File: src/rtl/rv_32i_pkg.sv
// Shared RV32I/RV64I constants for the memory stage: opcodes, funct3 encodings,
// FSM state type and the funct3 legality rule.
package rv_32i_pkg;

    localparam logic [6:0] OP_LOAD  = 7'b0000011;
    localparam logic [6:0] OP_STORE = 7'b0100011;

    localparam logic [2:0] F3_B  = 3'd0;
    localparam logic [2:0] F3_H  = 3'd1;
    localparam logic [2:0] F3_W  = 3'd2;
    localparam logic [2:0] F3_D  = 3'd3;
    localparam logic [2:0] F3_BU = 3'd4;
    localparam logic [2:0] F3_HU = 3'd5;
    localparam logic [2:0] F3_WU = 3'd6;

    typedef enum logic [1:0] {
        ST_IDLE = 2'd0,
        ST_REQ  = 2'd1,
        ST_WAIT = 2'd2
    } mem_state_t;

    // Doubleword and unsigned-word accesses exist only on a 64-bit datapath.
    function automatic logic f3_legal(input logic is_load, input logic [2:0] f3, input int xlen);
        logic ok;
        ok = 1'b0;
        if (is_load) begin
            case (f3)
                F3_B, F3_H, F3_W, F3_BU, F3_HU: ok = 1'b1;
                F3_D, F3_WU:                    ok = (xlen == 64);
                default:                        ok = 1'b0;
            endcase
        end else begin
            case (f3)
                F3_B, F3_H, F3_W: ok = 1'b1;
                F3_D:             ok = (xlen == 64);
                default:          ok = 1'b0;
            endcase
        end
        return ok;
    endfunction

endpackage

File: src/rtl/mem_stage_unit_load_align.sv
// Selects the addressed lane of a load response and sign/zero extends it
// to the full register width according to funct3.
module load_align
    import rv_32i_pkg::*;
#(
    parameter int XLEN  = 32,
    parameter int OFF_W = $clog2(XLEN / 8)
) (
    input  logic [XLEN-1:0]  rdata,
    input  logic [OFF_W-1:0] offset,
    input  logic [2:0]       funct3,
    output logic [XLEN-1:0]  data_out
);

    logic [XLEN-1:0] lane;
    logic            sgn;
    int              nbits;

    always_comb begin
        lane = rdata >> {offset, 3'b000};
        case (funct3)
            F3_B:    sgn = lane[7];
            F3_H:    sgn = lane[15];
            F3_W:    sgn = lane[31];
            default: sgn = 1'b0;
        endcase
        nbits = 8 << funct3[1:0];
        data_out = '0;
        for (int i = 0; i < XLEN; i++) begin
            data_out[i] = (i < nbits) ? lane[i] : sgn;
        end
    end

endmodule

File: src/rtl/mem_stage_unit.sv
// Memory stage: passes ALU results through, issues aligned load/store requests,
// waits for the response with a bounded timeout and reports faults.
//
// state   | meaning
// IDLE    | ready for a new instruction; non-memory and faulting ops complete here
// REQ     | mem_req held with stable attributes until mem_gnt
// WAIT    | granted, counting cycles until mem_rvalid or TIMEOUT
module mem_stage_unit
    import rv_32i_pkg::*;
#(
    parameter int XLEN    = 32,
    parameter int ADDR_W  = 32,
    parameter int TIMEOUT = 15
) (
    input  logic              clk,
    input  logic              rst_n,
    input  logic              halt,
    input  logic              in_valid,
    output logic              in_ready,
    input  logic [6:0]        opcode_in,
    input  logic [2:0]        funct3_in,
    input  logic [ADDR_W-1:0] addr_in,
    input  logic [XLEN-1:0]   store_data_in,
    input  logic [XLEN-1:0]   rd_data_in,
    input  logic [4:0]        rd_addr_in,
    output logic              mem_req,
    output logic              mem_we,
    output logic [XLEN/8-1:0] mem_be,
    output logic [ADDR_W-1:0] mem_addr,
    output logic [XLEN-1:0]   mem_wdata,
    input  logic              mem_gnt,
    input  logic              mem_rvalid,
    input  logic [XLEN-1:0]   mem_rdata,
    output logic              out_valid,
    output logic [XLEN-1:0]   rd_data_out,
    output logic [4:0]        rd_addr_out,
    output logic [6:0]        opcode_out,
    output logic [2:0]        funct3_out,
    output logic              fault_out,
    output logic              timeout_out
);

    localparam int BE_W  = XLEN / 8;
    localparam int OFF_W = $clog2(BE_W);
    localparam int CNT_W = $clog2(TIMEOUT + 1);

    mem_state_t       state, state_nxt;
    logic             accept, is_load, is_store, is_mem, legal, misaligned, mem_fault;
    logic [2:0]       size_mask;
    logic [7:0]       be_base;
    logic [BE_W-1:0]  be_calc, be_q;
    logic [XLEN-1:0]  wdata_calc, load_data;
    logic [OFF_W-1:0] off_q;
    logic             we_q;
    logic [CNT_W-1:0] wait_cnt;
    logic             got_rsp, timed_out;

    assign accept   = in_valid && in_ready;
    assign is_load  = (opcode_in == OP_LOAD);
    assign is_store = (opcode_in == OP_STORE);
    assign is_mem   = is_load || is_store;
    assign legal    = f3_legal(is_load, funct3_in, XLEN);

    always_comb begin
        case (funct3_in[1:0])
            2'd0:    begin size_mask = 3'b000; be_base = 8'h01; end
            2'd1:    begin size_mask = 3'b001; be_base = 8'h03; end
            2'd2:    begin size_mask = 3'b011; be_base = 8'h0F; end
            default: begin size_mask = 3'b111; be_base = 8'hFF; end
        endcase
        case (funct3_in[1:0])
            2'd0:    wdata_calc = {(XLEN/8){store_data_in[7:0]}};
            2'd1:    wdata_calc = {(XLEN/16){store_data_in[15:0]}};
            2'd2:    wdata_calc = {(XLEN/32){store_data_in[31:0]}};
            default: wdata_calc = store_data_in;
        endcase
        be_calc = BE_W'(be_base) << addr_in[OFF_W-1:0];
    end

    assign misaligned = |(addr_in[2:0] & size_mask);
    assign mem_fault  = !legal || misaligned;

    // A grant that arrives together with the response skips WAIT entirely.
    assign got_rsp   = ((state == ST_REQ) && mem_gnt && mem_rvalid) ||
                       ((state == ST_WAIT) && mem_rvalid);
    assign timed_out = (state == ST_WAIT) && !mem_rvalid &&
                       (wait_cnt == CNT_W'(TIMEOUT - 1));

    always_ff @(posedge clk) begin
        if (!rst_n) state <= ST_IDLE;
        else        state <= state_nxt;
    end

    always_comb begin
        state_nxt = state;
        case (state)
            ST_IDLE: if (accept && is_mem && !mem_fault) state_nxt = ST_REQ;
            ST_REQ:  if (mem_gnt) state_nxt = mem_rvalid ? ST_IDLE : ST_WAIT;
            ST_WAIT: if (mem_rvalid || timed_out) state_nxt = ST_IDLE;
            default: state_nxt = ST_IDLE;
        endcase
    end

    always_comb begin
        in_ready = (state == ST_IDLE) && !halt && rst_n;
        mem_req  = (state == ST_REQ);
        mem_we   = mem_req && we_q;
        mem_be   = mem_req ? be_q : '0;
    end

    always_ff @(posedge clk) begin
        if (!rst_n || state != ST_WAIT) wait_cnt <= '0;
        else                            wait_cnt <= wait_cnt + CNT_W'(1);
    end

    load_align #(.XLEN(XLEN), .OFF_W(OFF_W)) u_load_align (
        .rdata    (mem_rdata),
        .offset   (off_q),
        .funct3   (funct3_out),
        .data_out (load_data)
    );

    always_ff @(posedge clk) begin
        if (!rst_n) begin
            out_valid   <= 1'b0;
            rd_data_out <= '0;
            rd_addr_out <= '0;
            opcode_out  <= '0;
            funct3_out  <= '0;
            fault_out   <= 1'b0;
            timeout_out <= 1'b0;
            mem_addr    <= '0;
            mem_wdata   <= '0;
            be_q        <= '0;
            off_q       <= '0;
            we_q        <= 1'b0;
        end else begin
            out_valid <= 1'b0;
            if (accept) begin
                opcode_out  <= opcode_in;
                funct3_out  <= funct3_in;
                rd_addr_out <= rd_addr_in;
                mem_addr    <= {addr_in[ADDR_W-1:OFF_W], {OFF_W{1'b0}}};
                mem_wdata   <= wdata_calc;
                be_q        <= be_calc;
                off_q       <= addr_in[OFF_W-1:0];
                we_q        <= is_store;
                if (!is_mem) begin
                    out_valid   <= 1'b1;
                    rd_data_out <= rd_data_in;
                    fault_out   <= 1'b0;
                    timeout_out <= 1'b0;
                end else if (mem_fault) begin
                    out_valid   <= 1'b1;
                    rd_data_out <= '0;
                    fault_out   <= 1'b1;
                    timeout_out <= 1'b0;
                end
            end
            if (got_rsp) begin
                out_valid   <= 1'b1;
                rd_data_out <= we_q ? '0 : load_data;
                fault_out   <= 1'b0;
                timeout_out <= 1'b0;
            end
            if (timed_out) begin
                out_valid   <= 1'b1;
                rd_data_out <= '0;
                fault_out   <= 1'b0;
                timeout_out <= 1'b1;
            end
        end
    end

endmodule

File: config.mk
export PLATFORM = sky130hd
export DESIGN_NAME = mem_stage_unit
export DESIGN_NICKNAME = d
export VERILOG_FILES = /design/src/rtl/rv_32i_pkg.sv /design/src/rtl/mem_stage_unit_load_align.sv /design/src/rtl/mem_stage_unit.sv
export SDC_FILE = /design/constraint.sdc
export NUM_CORES = 1
export LEC_CHECK = 0
export CORE_MARGIN = 5
export CORE_UTILIZATION = 35
export CTS_CLUSTER_SIZE = 40
export DETAILED_ROUTE_END_ITERATION = 12
export GPL_TIMING_DRIVEN = 0
export PLACE_DENSITY = 0.76
export SLEW_MARGIN = 20
export SYNTH_ARGS = -nofsm -noshare
export SYNTH_HDL_FRONTEND = slang
export SYNTH_SLANG_ARGS = --single-unit
File: constraint.sdc
create_clock -name clk -period 2.1 [get_ports clk]
set_clock_uncertainty 0.2 [all_clocks]
set_input_delay 0.315 -clock clk [delete_from_list [all_inputs] [get_ports clk]]
set_output_delay 0.315 -clock clk [all_outputs]
set_load 0.01 [all_outputs]
-- After elaboration in Yosys (flattened, before gate mapping)
Index checks and enable logic that the tools add are counted.
- multiplexer cells: 62
- eq/ne operators: 20
- order comparisons: 32
- $add $sub $neg: 1
- bitwise gates (word level): 2
- shift-type cells: 3
- reduce and logical (&&, ||, !) cells: 36
- operators by type and width (cell ; count):
    $lt 6x32->1 const A ; 16
    $lt 5x32->1 const A ; 8
    $mux 32 ; 5
    $lt 4x32->1 const A ; 4
    $lt 3x32->1 const A ; 2
    $pmux 32 s2 ; 1
    $mux 1 ; 47
    $lt 1x32->1 const A ; 1
    $lt 2x32->1 const A ; 1
    $shl 4x2->32 const A ; 1
    $shr 32x5->32 ; 1
    $pmux 4 s3 ; 1
    $logic_and 1x1->1 ; 11
    $pmux 3 s3 ; 1
    $reduce_or 3->1 ; 3
    $mux 2 ; 4
    $eq 7x2->1 const B ; 1
    $eq 7x6->1 const B ; 1
    $eq 3x1->1 const B ; 2
    $eq 3x2->1 const B ; 2
    $eq 3x3->1 const B ; 2
    $logic_not 3->1 ; 2
    $ne 2x1->1 const B ; 3
    $pmux 2 s3 ; 1
    other kinds (21) ; 35
- flip-flop bits (word level): 125
- output and inout port bits: 121
- word-level logic and storage cells: 170
- input port bits: 149

-- Depth between registers and ports, before layout
- depth in word-level cells: 11
- depth in mapped cells: 8
- mapped depth without buffers: 7

-- Hierarchy
A second synthesis with hierarchy kept.
- cell total of the unflattened synthesis: 885
- area total of the unflattened synthesis: 6899.1 um^2
- modules (own cells, without submodules) (module ; cells each ; seq. area each (um^2) ; area each (um^2) ; times used):
    mem_stage_unit ; 760 ; 2502.4 ; 6017.0 ; 1
    load_align ; 125 ; 0.0 ; 882.1 ; 1

-- Worst setup path after synthesis
Ideal clock, no wire load.
- kind: register to register
- from: register wait_cnt[0]
- to: register fault_out
- required time: 1.782 ns
- stages on the path, launching flop included: 8
- slack: 0.308 ns
- arrival: 1.475 ns
- buffers on the path: 1
- clock period less this slack: 1.792 ns
- library setup time: 0.118 ns
- cells stage by stage: dfxtp_1 -> inv_1 -> ha_1 -> nand3_1 -> or3_1 -> and2_1 -> clkbuf_1 -> o2111a_1
- cells in the longest elaborated chain, start to end: 3
- RTL lines (item ; line ; text):
    from (decl) ; mem_stage_unit.sv:55 ; logic [CNT_W-1:0] wait_cnt;
    from (signal assigned) ; mem_stage_unit.sv:113 ; else wait_cnt <= wait_cnt + CNT_W'(1);
    $eq 4x4->1 ; mem_stage_unit.sv:87 ; (wait_cnt == CNT_W'(TIMEOUT - 1));
    $logic_and 1x1->1 ; mem_stage_unit.sv:86 ; assign timed_out = (state == ST_WAIT) && !mem_rvalid &&
    $reduce_or 3->1 (no source line) ; n/a ;
    to (signal assigned) ; mem_stage_unit.sv:130 ; fault_out <= 1'b0;
    to (signal assigned) ; mem_stage_unit.sv:151 ; fault_out <= 1'b0;
    to (signal assigned) ; mem_stage_unit.sv:156 ; fault_out <= 1'b1;
    to (decl) ; mem_stage_unit.sv:39 ; output logic fault_out,
No other way between the ends.
A chain may end at the register's enable or synchronous reset.

-- Worst setup path after layout
- from: input opcode_in[6]
- to: register rd_data_out[25]
- cells in the longest elaborated chain, start to end: 6
- elaborated cells between the ends (all ways): 11
- classes of those cells: eq/ne (3); mux (4); reduce/logical (4)
- RTL lines (item ; line ; text):
    from (decl) ; mem_stage_unit.sv:20 ; input logic [6:0] opcode_in,
    $eq 7x2->1 ; mem_stage_unit.sv:59 ; assign is_load = (opcode_in == OP_LOAD);
    $mux 1 ; rv_32i_pkg.sv:26 ; if (is_load) begin
    $logic_not 1->1 ; mem_stage_unit.sv:81 ; assign mem_fault = !legal || misaligned;
    $logic_or 1x1->1 ; mem_stage_unit.sv:81 ;
    $ne 3x1->1 (no source line) ; n/a ;
    $reduce_and 2->1 (no source line) ; n/a ;
    to (signal assigned) ; mem_stage_unit.sv:150 ; rd_data_out <= rd_data_in;
    to (signal assigned) ; mem_stage_unit.sv:162 ; rd_data_out <= we_q ? '0 : load_data;
    to (decl) ; mem_stage_unit.sv:35 ; output logic [XLEN-1:0] rd_data_out,
Several ways; a longest one is shown, not always the timed one. The select of a mux whose other input is x is not followed.

==> impl_metrics.yaml <==
layout:
  utilization: 0.565
  drive_gt1_frac: 0.106
  stdcell_area_um2: 9640
  layout.nets: 1160
  syn_to_final_growth_pct: 60.1
grt:
  grt_first_pass_wirelength_mm: 37.7
  grt_pass1_vias: 6681
  grt_start_max_net_pins: 17
  grt_usage: 0.244
  antenna_found_initial: 2
  grt_overflow_total: 0
synthesis:
  synth_seq_cells: 125
  synth_warnings: 0
  post-synth-top-count-cell: "nand2_1"
  synth_ff_type: "dfxtp_1"
  ys_types: 54
  syn_avg_cell_area_um2: 8.39
  seq_area_frac_synth: 0.416
  yosys.area.top_type_share: 0.416
  synthCells: 718
  synth_area_leaders: "dfxtp_1, nand2_1, a21boi_0, mux2i_1, o21ai_0"
  synth_area_um2: 6020
  async_reset_ff_frac: 0
  synth_edf_count: 0
  yosys.area.top_type: "dfxtp_1"
  netlist_top_cells_count: "nand2_1, dfxtp_1, o21ai_0, a21boi_0, mux2i_1"
timing:
  maxSlewViolCount: 0
  final_hold_viol_count: 0
  setup_tns_ns: 0
  final-setup-viol-count: 0
  rsz0062_at_grt: "no"
  fmax_mhz: 494
  min_period_over_period: 0.963
  relSlewSlack: 0.425
  layout_setup_ws_ns: 0.0772
  tightest_slew_ns: 0.860
  fin_crit_ns: 2.02
clock_network:
  clockBufferDepth: 2
  cts_root_buf: "clkbuf_16"
  numClockSinks: 125
  cts_tree: "done"
  cts_buffers: 17
  clk_pin_slew_ns: 0.06
  holdBufCountCts: 0
  h-tree-depth: 4
  clkLatencyLatePin_ns: 0.41
power:
  power.total_mw: 6.54
  powerDensity_nw_per_um2: 679
  ir_drop_uv: 537
  p_leak_nw: 3.66
place:
  dp_slack_ns: -0.566
  io_buffers: 267
  dpl.hpwl_mm: 19.0
  place_area_um2: 8980
  gp_congestion: 0.939
critical_path:
  critPathMaxStageDelay_ns: 0.48
  worst-path-buf-inv: 2
  worst_path_max_delay_cell: "clkdlybuf4s50_1"
  cp.required_ns: 2.19
  worst_path_dominant_cell_family: "simple AND/OR/NAND/NOR gates"
  cp-end-kind: "flop"
  worstSetupPathType: "in -> reg"
  cp_cell_sequence: "clkdlybuf4s50_1, or2_2, nor2_4, nand2_2, buf_2, o221ai_1, a31oi_1"
  startpoint_type: "primary input"
  crit_path_max_fanout: 10
  crit_arrival_ns: 2.11
detailed_routing:
  wirelength_mm: 24.5
  first_pass_iters: 5
  ant_nets: 0
  drt_iter0_drc: 399
  vias: 6457
  drc: 0
  post_drt_wl_per_cell_um: 19.6
  vias_per_cell: 5.18
die:
  die_w_um: 141
  die_h_um: 141
  die_area_um2: 19900
  coreArea_um2: 17100
  start_util: 0.353
  fp-row-count: 48
  num_io_pins: 270
job:
  max_cap_violations: 0
outcome:
  status: "complete, no violations"
worst_hold_path:
  min_path_type: "in -> reg"
tightest hold or removal path, stage by stage:
cell and delay [ns]:
dlymetal6s2s_1 0.19, nand2_1 0.08, a21boi_1 0.05
worst paths after layout:
kind,to,cells after the start,startpoint,slack [ns]
min reg2reg,opcode_out[1]$_SDFFE_PN0P_,2,opcode_out[1]$_SDFFE_PN0P_,0.25
max reg2reg,rd_data_out[11]$_SDFFE_PP0P_,6,off_q[1]$_SDFFE_PN0P_,0.13
max,rd_data_out[25]$_SDFFE_PP0P_,7,opcode_in[6],0.08
min,opcode_out[5]$_SDFFE_PN0P_,3,opcode_in[5],0.08
cell families after synthesis:
| kind of cell | share of synthesized area |
|---|---|
| AOI/OAI and AO/OA | 0.267 |
| xor gates and xnor gates | 0.00291 |
| adders and majority gates | 0.00416 |
| buffers and inverters | 0.0544 |
| DFF | 0.416 |
| muxes | 0.0702 |
| other | 0.000623 |
| and+or+nand+nor | 0.185 |
stage by stage:
| stage | cells | hold slack (ns) |
|---|---|---|
| after floorplan | 719 | 0.226 |
| after global placement | 1211 | 0.240 |
| after detailed placement | 1211 | 0.248 |
| after CTS | 1245 | 0.241 |
| after global routing | 1247 | 0.0912 |
| final | 1247 | 0.0808 |
final cells by class:
type                       count  area [um^2]
buffer                        59          322
sequential                   125         2510
fill                        1600         7420
clock buffer                  20          457
multi-input combinational    531         3230
antenna                        1         2.50
tap                          225          282
inverter                       4         15.0
timing repair buffer         271         2680
clock inverter                11          143
sequential cells by signal (all words and copies together), names as in the netlist:
| name | count |
|---|---|
| be_q | 4 |
| fault_out | 1 |
| funct3_out | 3 |
| mem_addr | 30 |
| mem_wdata | 32 |
| off_q | 2 |
| opcode_out | 7 |
| out_valid | 1 |
| rd_addr_out | 5 |
| rd_data_out | 32 |
| state | 2 |
| timeout_out | 1 |
| wait_cnt | 4 |
| we_q | 1 |
metal layers:
layer | vias up | track usage | part of all wire
met1 | 2992 | 0.284 | 0.40
met4 | 2 | 0.105 | 0.028
met2 | 315 | 0.402 | 0.47
met3 | 45 | 0.0889 | 0.11
met5 | - | 0 | 0.00053
li1 | 3103 | - | -
power by group:
| group | internal (mW) | leakage [nW] | switching [mW] | total (mW) |
|---|---|---|---|---|
| logic | 0.561 | 2.36 | 0.452 | 1.01 |
| registers | 2.46 | 1.02 | 0.0520 | 2.52 |
| clock network | 1.91 | 0.280 | 1.10 | 3.01 |
| total | 4.94 | 3.66 | 1.60 | 6.54 |
placed cells by master, fill, tap and decap left out, drive strengths merged, types with 7 or more instances in the layout:
cell type	instances
a21boi	67
mux2	8
nand3	11
o221ai	16
nor2	22
clkdlybuf4s50	255
a211oi	10
a22oi	8
a31oi	19
nand2	191
mux2i	31
a21oi	15
o211a	17
o21ai	65
and2	7
dfxtp	125
buf	40
clkbuf	47
what timing repair did:
item / 4_1_cts / 5_1_grt
setup endpoints to repair: 58 / 51
setup buffers: 3 / 1
pin swaps: 0 / 4
gates resized for setup: 24 / 18
Note: power is estimated with default switching activity, not from simulation.
==> variant: new RTL, config.mk and constraints unchanged <==
`XLEN` is set to 32 in 2 places; all go to 64.
--- a/src/rtl/mem_stage_unit_load_align.sv
+++ b/src/rtl/mem_stage_unit_load_align.sv
@@ -3,7 +3,7 @@
 module load_align
     import rv_32i_pkg::*;
 #(
-    parameter int XLEN  = 32,
+    parameter int XLEN  = 64,
     parameter int OFF_W = $clog2(XLEN / 8)
 ) (
     input  logic [XLEN-1:0]  rdata,
--- a/src/rtl/mem_stage_unit.sv
+++ b/src/rtl/mem_stage_unit.sv
@@ -8,7 +8,7 @@
 module mem_stage_unit
     import rv_32i_pkg::*;
 #(
-    parameter int XLEN    = 32,
+    parameter int XLEN    = 64,
     parameter int ADDR_W  = 32,
     parameter int TIMEOUT = 15
 ) (
Ports: changed (6 resized); port bits go from 270 to 434. The function was not compared with the original's and may differ.
==> variant against the unedited design <==
  * The run now ends with negative setup slack left
  * Worst setup slack worse by 380 ps
  * Total power is 48% higher
  * Sequential cell count rose by 68
  * Synthesized area grew 76%
  * Final cell count is 75% higher
  * Final area rose by 83%
  * Non-clock buffer count grew 271
  * Wire length increased by 130%
  * Count of clock-buffer cells in the layout is 2 lower
  * Critical endpoint is now rd_data_out[18]$_SDFFE_PP0P_
  * Largest power group is now registers
==> variant: results (changes against the unedited design) <==
Logic synthesis
The portion of the post-synthesis area used by sequential elements is 36.4% (-5.1 points). Sorting the synthesized cells by area gives the leading types as dfxtp_1 (36%), nand2_1 (6.8%), a21oi_1 (6.4%). The unique cell type count in the Yosys netlist is 65 (+20%). The cell count after synthesis is 1273 (+77%).

Sorting the synthesized cells by how often they occur yields dfxtp_1 (193), nand2_1 (193), a21oi_1 (135).

Finish
The number of nets in the layout is 2017 (+74%). In the final layout, the registers with the most flip-flops are mem_wdata x64, rd_data_out x64, mem_addr x29. The non-filler instance count after layout came to 2180 (+75%). The fill cell total of the finished layout is 2711 (+69%). The fraction of layout cells with a size suffix above 1 was 19.6% (+9.0 points).

Route
The routed length per instance is 25.8 um (+31%). The number of violations reported at the end of detailed-routing iteration 0 came to 1050 (+160%). The per-cell via count in the routed design is 5.79 (+12%).

STA
The transition time at the pin with the least slew margin is 734 ps (-125 ps). The setup total negative slack is -13540 ps (-13540 ps). The least setup slack across all paths after layout is -300 ps (-377 ps). The final setup violation count came to 60 (+60).

Global route
The largest net degree at the start of global routing was 20 (+3). The first-pass GRT wire length was 79.7 mm (+110%). The number of antenna violations at the first check in global routing is 9 (+7).

Worst setup path
The cell count of the worst reg-to-reg path is 9 (+3). The largest fanout of any net on the critical path is 6 (-4). Tracing the worst setup path back leads to its startpoint at mem_rdata[23]. The most critical setup path has its endpoint at rd_data_out[18]$_SDFFE_PP0P_. The worst register-to-register path begins at off_q[2]$_SDFFE_PN0P_.

Power and ir drop
The leakage power total is 6.95 nW (+90%). The worst ir drop on vdd is 0.000418 V (-22%).

CTS
The clock latency on the worst-skew pair is 440 ps (+30 ps). The clock transition time at the flip-flop clock pins of the worst setup and hold paths came to 90 ps (+30 ps).

Placed design
The routability congestion estimate from global placement is 0.972 (+3.5%). The number of buffers inserted by port buffering is 430 (+61%). The number of instances in the placed design is 2095 (+73%).

Outcome
The checks that failed: negative setup slack. The run finished, with violations left.
variant: changes by cell type after synthesis, sizes merged, moves of 23 or more:
cell and change:
o32ai +25, nor2 +101, dfxtp +68, mux2i +30
mux4 +23, o211a +31, a21oi +120, clkbuf +57
variant: power breakdown:
part / switching (mW) / total (mW) / internal [mW]
logic: 1.10 / 2.27 / 1.17
clock network: 1.79 / 3.51 / 1.72
registers: 0.0912 / 3.90 / 3.81
variant: timing repair:
action	CTS	global route
buffers inserted	32	11
cloned	7	2
pin swaps	31	30
gates resized for setup	228	129
endpoints found under the setup margin	195	142
variant: routing by layer:
layer / vias up / global-route usage (%) / part of all wire (%)
met5: - / 0 / 0.084
met1: 6044 / 34.8 / 36
met4: 6 / 15.9 / 5.5
met3: 170 / 9.34 / 10
li1: 5618 / - / -
met2: 787 / 53.4 / 48
variant: layout make-up:
type | count | area share, %
clock inverters | 14 | 0.964
diodes | 7 | 0.0993
plain buffers | 121 | 4.91
flip-flops and latches | 193 | 22.0
well taps | 390 | 2.76
repair buffers | 480 | 27.4
clock buffers | 18 | 2.43
inverters | 6 | 0.135
multi-input cells | 951 | 39.3
variant: cell families after synthesis:
logic type,count (synthesis),share of synthesized area (%)
AO/OA/AOI/OAI,431,28.3
AND/OR/NAND/NOR,411,16.8
flip-flops,193,36.4
buffers and inverters,132,5.43
multiplexers,101,12.6
adder cells (fa/ha/maj),2,0.236
XOR/XNOR,2,0.165
other,1,0.0354
variant: worst min-delay path by stage:
stage                                start                         end  slack (ps)  cells past startpoint
finish                        opcode_in[2]  opcode_out[2]$_SDFFE_PN0P_         100                      3
global route                  opcode_in[3]  opcode_out[3]$_SDFFE_PN0P_         100                      3
CTS                           opcode_in[2]  opcode_out[2]$_SDFFE_PN0P_          70                      3
detailed placement  wait_cnt[0]$_SDFF_PP0_      wait_cnt[0]$_SDFF_PP0_         250                      1
global placement    wait_cnt[0]$_SDFF_PP0_      wait_cnt[0]$_SDFF_PP0_         240                      1
floorplan                       mem_rvalid       state[1]$_SDFFE_PN0P_         190                      1
variant: worst max-delay path, stage by stage:
cell and delay (ps):
clkdlybuf4s50_1 510, mux4_2 510, and2_4 200, o32ai_4 350
buf_6 170, nand2b_4 50, nand3_4 170, clkbuf_16 190
o22ai_2 60
variant: through the flow:
| step | instance area (sq um) | worst slack (ps) |
|---|---|---|
| after CTS | 17100 | -310 |
| after detailed placement | 15500 | -1230 |
| after floorplan | 10700 | -70.7 |
| final | 17600 | -300 |
| after global placement | 15500 | -1200 |
| after global routing | 17600 | -349 |
